<file path="config.mk">
export PLATFORM = sky130hd
export DESIGN_NAME = truth_table_capture
export DESIGN_NICKNAME = d
export VERILOG_FILES = /design/src/rtl/truth_table_capture.sv
export SDC_FILE = /design/constraint.sdc
export NUM_CORES = 1
export LEC_CHECK = 0
export CAP_MARGIN = 20
export CORE_MARGIN = 2
export CORE_UTILIZATION = 40
export CTS_CLUSTER_SIZE = 25
export DETAILED_ROUTE_END_ITERATION = 16
export PLACE_DENSITY = 0.66
export SYNTH_ARGS = -nofsm -noshare
export SYNTH_HDL_FRONTEND = slang
export SYNTH_SLANG_ARGS = --single-unit
</file>
<file path="constraint.sdc">
create_clock -name clk -period 1.9 [get_ports clk]
set_clock_uncertainty 0.2 [all_clocks]
set_input_delay 0.475 -clock clk [delete_from_list [all_inputs] [get_ports clk]]
set_output_delay 0.475 -clock clk [all_outputs]
set_load 0.01 [all_outputs]
</file>
<file path="src/rtl/truth_table_capture.sv">
// truth_table_capture: exhaustive sweep of a 4-input function under test.
// Builds the minterm vector and compares it against a latched golden mask.
module truth_table_capture #(
  parameter int N_VARS        = 4,
  parameter int SETTLE_CYCLES = 2
) (
  input  logic                   clk,
  input  logic                   rst_n,
  input  logic                   start,
  input  logic [(1<<N_VARS)-1:0] expected,
  input  logic                   f_in,
  output logic [N_VARS-1:0]      var_bus,
  output logic                   busy,
  output logic                   done,
  output logic [(1<<N_VARS)-1:0] minterms,
  output logic                   match
);

  localparam int W  = 1 << N_VARS;
  localparam int CW = (SETTLE_CYCLES > 1) ? $clog2(SETTLE_CYCLES) : 1;

  localparam logic [N_VARS-1:0] LAST_PAT = '1;
  localparam logic [CW-1:0]     CNT_LAST = CW'(SETTLE_CYCLES - 1);

  typedef enum logic [1:0] {
    IDLE   = 2'd0,
    SETTLE = 2'd1,
    DONE   = 2'd2
  } state_t;

  state_t              r_state;
  logic [N_VARS-1:0]   r_var_bus;
  logic [CW-1:0]       r_cnt;
  logic [W-1:0]        r_minterms;
  logic [W-1:0]        r_expected;
  logic                r_busy;
  logic                r_done;
  logic                r_match;

  logic [W-1:0]        w_next_min;
  logic                w_capture;
  logic                w_last;

  // Vector as it will look once the current pattern's F is folded in.
  always_comb begin
    w_next_min            = r_minterms;
    w_next_min[r_var_bus] = f_in;
  end

  assign w_capture = (r_cnt == CNT_LAST);
  assign w_last    = (r_var_bus == LAST_PAT);

  // Sweep sequencer; every output is a register.
  always_ff @(posedge clk or negedge rst_n) begin
    if (!rst_n) begin
      r_state    <= IDLE;
      r_var_bus  <= '0;
      r_cnt      <= '0;
      r_minterms <= '0;
      r_expected <= '0;
      r_busy     <= 1'b0;
      r_done     <= 1'b0;
      r_match    <= 1'b0;
    end else begin
      unique case (r_state)
        IDLE: begin
          r_done <= 1'b0;
          if (start) begin
            r_state    <= SETTLE;
            r_var_bus  <= '0;
            r_cnt      <= '0;
            r_minterms <= '0;
            r_match    <= 1'b0;
            r_expected <= expected;
            r_busy     <= 1'b1;
          end
        end
        SETTLE: begin
          if (w_capture) begin
            r_minterms <= w_next_min;
            r_cnt      <= '0;
            if (w_last) begin
              r_state <= DONE;
              r_busy  <= 1'b0;
              r_done  <= 1'b1;
              r_match <= (w_next_min == r_expected);
            end else begin
              r_var_bus <= r_var_bus + 1'b1;
            end
          end else begin
            r_cnt <= r_cnt + 1'b1;
          end
        end
        DONE: begin
          r_state   <= IDLE;
          r_done    <= 1'b0;
          r_var_bus <= '0;
        end
        default: begin
          r_state <= IDLE;
          r_busy  <= 1'b0;
          r_done  <= 1'b0;
        end
      endcase
    end
  end

  assign var_bus  = r_var_bus;
  assign busy     = r_busy;
  assign done     = r_done;
  assign minterms = r_minterms;
  assign match    = r_match;

endmodule

</file>
==> flow_metrics.env, run 1 <==
export IMPL_status="finished with violations"
export IMPL_violations="negative setup slack"
export IMPL_numCtsBuffers=5
export IMPL_max_vdd_ir_drop_mv=0.724
export IMPL_ys_seq_area_share_pct=43.7
export IMPL_r2r_start="var_bus[1]"
export IMPL_io_pins=43
export IMPL_gp_congestion=0.901
export IMPL_yosysWarnings=0
export IMPL_synth_seq_cells=42
export IMPL_synth_top_area_share_pct=43.7
export IMPL_p_leak_uw=0.00166
export IMPL_initial_core_util_pct=41.1
export IMPL_portBuffers=42
export IMPL_crit_required_ns=1.91
export IMPL_endpoint="match"
export IMPL_setup_violations_final=2
export IMPL_die_area_um2=6640
export IMPL_finalCritPeriodShare_pct=108
export IMPL_arrival_ns=2.07
export IMPL_syn_inst=250
export IMPL_drt_iter0_markers=111
export IMPL_maxSlewViolCount=0
export IMPL_n_antenna_cell=0
export IMPL_cts_tree="done"
export IMPL_worst_pin_slew_ns=0.441
export IMPL_first_global_vias=2198
export IMPL_end_kind="flop"
export IMPL_n_fill_cell=522
export IMPL_grt_max_degree=26
export IMPL_start_kind="flop"
export IMPL_rows=28
export IMPL_clock_sinks=42
export IMPL_wl_per_cell_um=16.0
export IMPL_cp_startpoint="var_bus[1]"
export IMPL_synth_top_cells_by_count="dfrtp_1 (42), o21ai_0 (39), nand2_1 (23), a21oi_1 (16), mux2_2 (15)"
export IMPL_rsz0062_at_grt="yes"
export IMPL_overflow=0
export IMPL_reg2reg_setup_slack_ns=-0.15
export IMPL_grtUsageTotal_pct=21.0
export IMPL_ant_nets=0
export IMPL_yosys_area_top_type="dfrtp_1"
export IMPL_clock_latency_ns=0.30
export IMPL_fin_setup_tns_ns=-0.156
export IMPL_final_hold_violation_count=0
export IMPL_antenna_found_initial=0
export IMPL_maxSlewHeadroom_pct=70.6
export IMPL_rr_worst_depth=7
export IMPL_dieHeight_um=81.5
export IMPL_cts_buffer_depth=2
export IMPL_vias_per_cell=5.33
export IMPL_path_clk_slew_ns=0.08
export IMPL_worst_slack_ns=-0.154
export IMPL_synthMostInstantiatedCell="dfrtp_1"
export IMPL_ys_async_sr_fraction_pct=100
export IMPL_hp_class="reg2reg"
export IMPL_critPathMaxFanout=5
export IMPL_wirelength_um=6650
export IMPL_path_cells="inv_4 > ha_4 > nand2_1 > a32o_2 > a311oi_2 > nand4_1 > o31ai_2"
export IMPL_dp_hpwl_um=4880
export IMPL_areaGrowthSynthToFinish_pct=45.5
export IMPL_fin_crit_ns=2.05
export IMPL_ys_flop_type="dfrtp_1"
export IMPL_die_x_um=81.5
export IMPL_htree_levels=2
export IMPL_vias=2214
export IMPL_grt_pass1_wl_um=10500
export IMPL_synth_distinct_cells=42
export IMPL_drt_first_pass_iters=4
export IMPL_fin_cells=415
export IMPL_clock_root_buffer="clkbuf_8"
export IMPL_syn_nets=277
export IMPL_drc=0
export IMPL_synth_area_um2=2400
export IMPL_crit_path_top_delay_cell="dfrtp_2"
export IMPL_timing_rr_end="match"
export IMPL_fmax_ghz=0.487
export IMPL_place_inst=399
export IMPL_synthTopCellsByArea="dfrtp_1 (44%), o21ai_0 (8.1%), mux2_2 (7.0%)"
export IMPL_cap_violations=0
export IMPL_drive_above_1_share_pct=31.5
export IMPL_design_core_area_um2=5850
export IMPL_slowest_delay_ns=0.49
export IMPL_finalNetCount=366
export IMPL_critical_path_class="reg2reg"
export IMPL_p_per_area_nw_per_um2=1450
export IMPL_avgSynthCellArea_um2=9.61
export IMPL_synth_edff_count=0
==> cells in the final DEF (no fill, tap or decap), types with 8 or more instances in the layout <==
cell type        count
xor2_1               8
nand3b_1             9
a21oi_1             15
dfrtp_1             39
o21ai_0             39
clkdlybuf4s50_1     17
mux2_2              15
dlygate4sd2_1       18
buf_4               44
nand2_1             20
==> critical path: cells and delay by family, from the launching register on <==
family                   cells  cell delay (ns)
AO/OA/AOI/OAI                3             0.78
adder cells (fa/ha/maj)      1             0.16
AND/OR/NAND/NOR              2             0.22
buffers and inverters        1             0.12
flip-flops                   1             0.49
==> worst min-delay path by stage <==
stage	slack [ns]	cells after the start	end	startpoint
6_report	0.30	1	done	done
3_3_place_gp	0.24	1	r_expected[11]	rst_n
3_5_place_dp	0.24	1	r_expected[11]	rst_n
5_1_grt	0.33	1	done	done
4_1_cts	0.32	1	done	done
2_1_floorplan	-0.02	0	busy	rst_n
==> through the flow <==
step                      hold WS, ns  total power [uW]  setup WS, ns  util, %  instance area [um^2]
after floorplan               -0.0206              3140       -0.0202        -                  2470
after global placement          0.242              4330        -0.375     55.9                  3270
after detailed placement        0.242              4350        -0.433     55.9                  3270
after CTS                       0.316              5020        -0.152     58.6                  3430
after global routing            0.330              5430        -0.233     59.8                  3500
final                           0.298              5070        -0.154     59.8                  3500
==> logic make-up after synthesis <==
logic type,share of synthesized area [%]
simple gates,16.8
buf+inv,4.06
xor+xnor,4.37
compound gates,18.3
flops,43.7
fa+ha+maj,3.64
mux,9.11
==> layer usage <==
| layer | up-vias | global-route usage [%] | wire length [um] |
|---|---|---|---|
| li1 | 1090 | - | - |
| met1 | 1068 | 27.3 | 3160 |
| met2 | 48 | 34.9 | 3130 |
| met3 | 8 | 3.85 | 243 |
| met4 | 0 | 7.29 | 111 |
| met5 | - | 0 | 0 |
==> sequential cells by signal, summed over array words and instances, names as in the netlist <==
| signal | cells |
|---|---|
| r_cnt | 1 |
| done | 1 |
| busy | 1 |
| var_bus | 4 |
| r_state | 2 |
| minterms | 16 |
| r_expected | 16 |
| match | 1 |
==> what timing repair did <==
action                     4_1_cts  5_1_grt
pin swaps                        6        5
setup endpoints to repair       31       30
cloned                           0        1
hold endpoints to repair        17        0
hold buffers                     1        0
setup buffers                    4        2
resized for setup               31       17
==> cell type report <==
type | instances | area [um^2] | share of cell area, %
Inverter | 10 | 42.5 | 1.22
Timing Repair Buffer | 94 | 822 | 23.5
Sequential cell | 42 | 1050 | 30.2
Clock buffer | 7 | 86.3 | 2.47
Multi-Input combinational cell | 186 | 1390 | 39.8
Clock inverter | 1 | 5.00 | 0.143
Tap cell | 75 | 93.8 | 2.68
==> power breakdown <==
part | internal (uW) | leakage [uW] | switching, uW | total, uW
Combinational | 1450 | 0.00109 | 1350 | 2810
Clock | 294 | 0.0000482 | 312 | 606
Sequential | 1240 | 0.000530 | 423 | 1660
Total | 2980 | 0.00166 | 2090 | 5070
Note: power is estimated with default switching activity, not from simulation.
==> run 2: changes to the inputs <==
--- a/config.mk
+++ b/config.mk
@@ -10,7 +10,7 @@
 export CORE_UTILIZATION = 40
 export CTS_CLUSTER_SIZE = 25
 export DETAILED_ROUTE_END_ITERATION = 16
-export PLACE_DENSITY = 0.66
+export DONT_BUFFER_PORTS = 1
 export SYNTH_ARGS = -nofsm -noshare
 export SYNTH_HDL_FRONTEND = slang
 export SYNTH_SLANG_ARGS = --single-unit
==> run 2 against run 1 <==
Against the previous run: the flow still finishes with violations (negative setup slack); critical endpoint unchanged; register-to-register slack gained 0.04 ns; power decreased by 2.1%; die area unchanged; global-route usage grew 0.12 points; highest routed layer unchanged; cell count shrank 12%; combinational power is 8.5% lower; first-iteration DRC count up 27%; design area shrank 13%.
==> flow_metrics.env, run 2 (synthesis results as in run 1) <==
export IMPL_cts_buffer_depth=2
export IMPL_total_power_uw=4960
export IMPL_fin_cells=366
export IMPL_p_sw_share_pct=41.9
export IMPL_arrival_ns=2.02
export IMPL_design_core_area_um2=5850
export IMPL_n_antenna_cell=0
export IMPL_dpl_worst_slack_ns=-0.153
export IMPL_cp_top_family="compound AO/OA/AOI/OAI gates"
export IMPL_worstHoldStart="expected[9]"
export IMPL_p_sw_uw=2080
export IMPL_final_cell_mix="buf_4 (43), dfrtp_1 (40), o21ai_0 (35)"
export IMPL_htree_levels=2
export IMPL_place_inst=354
export IMPL_worst_pin_slew_ns=0.339
export IMPL_path_clk_slew_ns=0.09
export IMPL_final_common_cell="buf_4"
export IMPL_drc=0
export IMPL_p_per_area_nw_per_um2=1630
export IMPL_dieHeight_um=81.5
export IMPL_areaGrowthSynthToFinish_pct=26.5
export IMPL_hp_class="in2reg"
export IMPL_fin_util_pct=52.0
export IMPL_maxSlewViolCount=0
export IMPL_ant_nets=0
export IMPL_setup_violations_final=1
export IMPL_rows=28
export IMPL_hold_depth=2
export IMPL_drt_first_pass_iters=4
export IMPL_path_cells="ha_1 > and3_2 > a32oi_1 > o21ai_0 > a21oi_1 > o211ai_1 > o31ai_2"
export IMPL_gp_congestion=0.874
export IMPL_clock_power_share_pct=14.1
export IMPL_clock_latency_ns=0.29
export IMPL_critPathMaxFanout=6
export IMPL_wl_per_cell_um=17.6
export IMPL_vias_per_cell=5.55
export IMPL_cts_tree="done"
export IMPL_slowest_delay_ns=0.48
export IMPL_portBuffers=0
export IMPL_first_global_vias=2056
export IMPL_antenna_found_initial=0
export IMPL_fin_crit_ns=2.01
export IMPL_clock_sinks=42
export IMPL_maxSlewHeadroom_pct=76.8
export IMPL_rr_worst_depth=7
export IMPL_reg2reg_setup_slack_ns=-0.11
export IMPL_timing_rr_end="match"
export IMPL_seq_power_share_pct=34.2
export IMPL_finalCritPeriodShare_pct=106
export IMPL_hold_end="r_expected[9]"
export IMPL_p_leak_uw=0.00132
export IMPL_numCtsBuffers=5
export IMPL_fmax_ghz=0.497
export IMPL_cp_startpoint="var_bus[0]"
export IMPL_cp_num_buf_inv=0
export IMPL_max_vdd_ir_drop_mv=0.711
export IMPL_clock_root_buffer="clkbuf_8"
export IMPL_crit_required_ns=1.91
export IMPL_initial_core_util_pct=41.1
export IMPL_finalNetCount=317
export IMPL_p_int_uw=2880
export IMPL_die_area_um2=6640
export IMPL_critical_path_class="reg2reg"
export IMPL_status="finished with violations"
export IMPL_rsz0062_at_grt="yes"
export IMPL_grtUsageTotal_pct=21.1
export IMPL_io_pins=43
export IMPL_vias=2030
export IMPL_start_kind="flop"
export IMPL_dp_hpwl_um=4730
export IMPL_worst_slack_ns=-0.112
export IMPL_overflow=0
export IMPL_grt_max_degree=43
export IMPL_crit_path_top_delay_cell="dfrtp_2"
export IMPL_drt_iter0_markers=141
export IMPL_pwr_share_comb_pct=51.7
export IMPL_wirelength_um=6450
export IMPL_grt_pass1_wl_um=10700
export IMPL_cap_violations=0
export IMPL_drive_above_1_share_pct=33.3
export IMPL_r2r_start="var_bus[0]"
export IMPL_violations="negative setup slack"
export IMPL_final_hold_violation_count=0
export IMPL_die_x_um=81.5
export IMPL_end_kind="flop"
[run 2: changes by cell type in the layout (fill, tap and decap cells not counted), moves of 3 or more]
| cell | change |
|---|---|
| o21ai_0 | -4 |
| o21ai_1 | +3 |
| clkdlybuf4s50_1 | -17 |
| dlygate4sd2_1 | -18 |
| buf_6 | -5 |
| dlymetal6s2s_1 | -5 |
[run 2: worst max path at each step]
stage	endpoint	cells after the start	slack [ns]
final	match	7	-0.11
after global routing	match	7	-0.21
after CTS	match	7	-0.12
after detailed placement	match	8	-0.15
after global placement	match	8	-0.13
after floorplan	match	7	-0.02
[run 2: metrics by stage]
stage,hold WS (ns),area (um^2),setup TNS [ns]
final,0.103,3040,-0.112
after floorplan,-0.0206,2470,-0.0202
after global routing,0.110,3040,-0.431
after detailed placement,-0.0190,2820,-0.153
after CTS,0.102,2980,-0.116
after global placement,-0.0190,2820,-0.132
[run 2: what timing repair did]
action	4_1_cts	5_1_grt
buffers inserted	0	2
pin swaps	2	6
endpoints found under the hold margin	42	0
resized for setup	5	12
endpoints found under the setup margin	4	6
hold buffers	2	0
[run 2: power groups by stage]
stage                     Sequential (uW)  Clock [uW]  Combinational [uW]
after global placement               1700           0                2330
final                                1700         701                2570
after global routing                 1760         765                2810
after detailed placement             1720           0                2340
after CTS                            1700         718                2410
after floorplan                      1630           0                1510
[run 2: area by class of cell]
class,count,area (um^2)
clock inverters,3,40.0
multi-input cells,186,1380
fillers,545,2810
clock buffers,5,68.8
repair buffers,45,360
well taps,75,93.8
flip-flops and latches,42,1050
inverters,10,42.5
[run 2: routing by layer]
metal | routed length, um | vias to the layer above | global-route usage, %
li1 | - | 981 | -
met1 | 2940 | 984 | 28.7
met2 | 3020 | 61 | 34.3
met3 | 459 | 4 | 5.16
met4 | 31 | 0 | 4.24
met5 | 0 | - | 0
==> run 3: changes to the inputs <==
--- a/config.mk
+++ b/config.mk
@@ -6,11 +6,13 @@
 export NUM_CORES = 1
 export LEC_CHECK = 0
 export CAP_MARGIN = 20
+export CORE_ASPECT_RATIO = 0.5
 export CORE_MARGIN = 2
 export CORE_UTILIZATION = 40
 export CTS_CLUSTER_SIZE = 25
 export DETAILED_ROUTE_END_ITERATION = 16
 export DONT_BUFFER_PORTS = 1
+export SLEW_MARGIN = 40
 export SYNTH_ARGS = -nofsm -noshare
 export SYNTH_HDL_FRONTEND = slang
 export SYNTH_SLANG_ARGS = --single-unit
==> run 3 against run 2 <==
Against the previous run: the flow still finishes with violations (negative setup slack); power grew 5.7%; core utilization grew 2.6 points; largest cell class unchanged; critical path type unchanged; critical path depth shrank 1; die area grew 0.57%; sequential power grew 2%; routed wire length grew 7.0%; design area grew 1.2%.
==> flow_metrics.env, run 3 (synthesis results as in run 1) <==
export IMPL_cap_violations=0
export IMPL_io_pins=43
export IMPL_worst_slack_ns=-0.147
export IMPL_critical_path_class="reg2reg"
export IMPL_vias_per_cell=5.70
export IMPL_n_antenna_cell=0
export IMPL_first_global_vias=2016
export IMPL_grtUsageTotal_pct=22.2
export IMPL_start_kind="flop"
export IMPL_finalCritPeriodShare_pct=108
export IMPL_route_top_layer_used="met4"
export IMPL_final_cell_mix="buf_4 (42), o21ai_0 (37), dfrtp_1 (37)"
export IMPL_fin_cells=363
export IMPL_setup_violations_final=1
export IMPL_worst_pin_slew_ns=0.291
export IMPL_maxSlewViolCount=0
export IMPL_areaGrowthSynthToFinish_pct=28.1
export IMPL_htree_levels=2
export IMPL_wl_met1_um=3400
export IMPL_hold_ws_ns=0.115
export IMPL_multi_input_area_um2=1380
export IMPL_final_common_cell="buf_4"
export IMPL_r2r_start="var_bus[1]"
export IMPL_final_hold_violation_count=0
export IMPL_max_vdd_ir_drop_mv=0.540
export IMPL_finalNetCount=316
export IMPL_antenna_found_initial=0
export IMPL_worstHoldStart="expected[9]"
export IMPL_overflow=0
export IMPL_dr_wl_met3_um=550
export IMPL_regArea_um2=1060
export IMPL_ant_nets=0
export IMPL_path_clk_slew_ns=0.06
export IMPL_hold_end="r_expected[9]"
export IMPL_reg2reg_setup_slack_ns=-0.15
export IMPL_vias=2070
export IMPL_maxSlewHeadroom_pct=80.1
export IMPL_hp_class="in2reg"
export IMPL_grt_max_degree=43
export IMPL_place_inst=352
export IMPL_violations="negative setup slack"
export IMPL_total_power_uw=5250
export IMPL_hold_depth=2
export IMPL_end_kind="flop"
export IMPL_drc=0
export IMPL_wl_per_cell_um=19.0
export IMPL_fmax_ghz=0.488
export IMPL_wirelength_um=6900
export IMPL_clock_root_buffer="clkbuf_16"
export IMPL_design_area_um2=3080
export IMPL_arrival_ns=2.04
export IMPL_rows=19
export IMPL_clock_sinks=42
export IMPL_rsz0062_at_grt="yes"
export IMPL_crit_required_ns=1.89
export IMPL_clock_latency_ns=0.28
export IMPL_drive_above_1_share_pct=34.1
export IMPL_critPathMaxFanout=5
export IMPL_status="finished with violations"
export IMPL_fin_crit_ns=2.05
export IMPL_dp_hpwl_um=5170
export IMPL_drt_first_pass_iters=4
export IMPL_dieHeight_um=58.8
export IMPL_fin_setup_tns_ns=-0.147
export IMPL_gp_congestion=0.853
export IMPL_p_per_area_nw_per_um2=1700
export IMPL_cts_tree="done"
export IMPL_rr_worst_depth=6
export IMPL_design_core_area_um2=5630
export IMPL_placed_area_um2=2820
export IMPL_n_fill_cell=484
export IMPL_portBuffers=0
export IMPL_numCtsBuffers=5
export IMPL_grt_pass1_wl_um=11200
export IMPL_met2_length_um=2890
export IMPL_initial_core_util_pct=42.7
export IMPL_cts_buffer_depth=2
export IMPL_p_leak_uw=0.00133
export IMPL_timing_rr_end="match"
export IMPL_drt_iter0_markers=157
export IMPL_die_x_um=114
export IMPL_die_area_um2=6680
run 3: changes by cell type in the layout (fill, tap and decap cells not counted), moves of 2 or more:
cell / previous run / this run
clkbuf_16: 0 / 5
clkbuf_8: 5 / 3
clkinv_2: 2 / 0
dfrtp_1: 40 / 37
dfrtp_2: 2 / 5
ha_2: 1 / 3
o21ai_0: 35 / 37
run 3: timing repair:
action                                 4_1_cts  5_1_grt
endpoints found under the hold margin       42        0
buffers inserted                             1        0
gates resized for setup                     12        6
pin swaps                                    9        1
setup endpoints to repair                    4        8
hold buffers                                 2        0
cloned                                       0        0
run 3: report_power, final:
part	internal [uW]	switching (uW)
Combinational	1260	1300
Clock	595	341
Sequential	1240	502
Total	3100	2150
run 3: cell type report:
cell class	count	share of cell area [%]
multi-input cells	186	44.7
repair buffers	44	11.2
clock buffers	8	5.41
inverters	10	1.38
flip-flops and latches	42	34.3
well taps	73	2.97
run 3: metrics by stage:
step	setup WS, ns	util, %
6_report	-0.147	54.6
2_1_floorplan	-0.0202	-
3_5_place_dp	-0.197	50.0
4_1_cts	-0.122	54.3
5_1_grt	-0.239	54.6
3_3_place_gp	-0.154	50.0
run 3: metal layers:
layer,vias to the layer above,GRT usage (%)
met1,990,33.3
met5,-,0
met4,0,4.70
met2,81,31.9
met3,6,6.28
li1,993,-
run 3: critical path, stage by stage, from the launching register on:
cell	delay, ns
dfrtp_2	0.47
ha_2	0.28
and3_2	0.28
nor2_1	0.10
nor4_2	0.24
nand4_1	0.14
o31ai_2	0.25
run 3: worst max-delay path by stage:
stage / cells after the start / slack, ns / start / endpoint
after floorplan: 7 / -0.02 / var_bus[1] / match
after CTS: 8 / -0.12 / var_bus[1] / match
after global routing: 6 / -0.24 / var_bus[1] / match
after detailed placement: 7 / -0.20 / var_bus[0] / match
final: 6 / -0.15 / var_bus[1] / match
after global placement: 6 / -0.15 / var_bus[1] / match
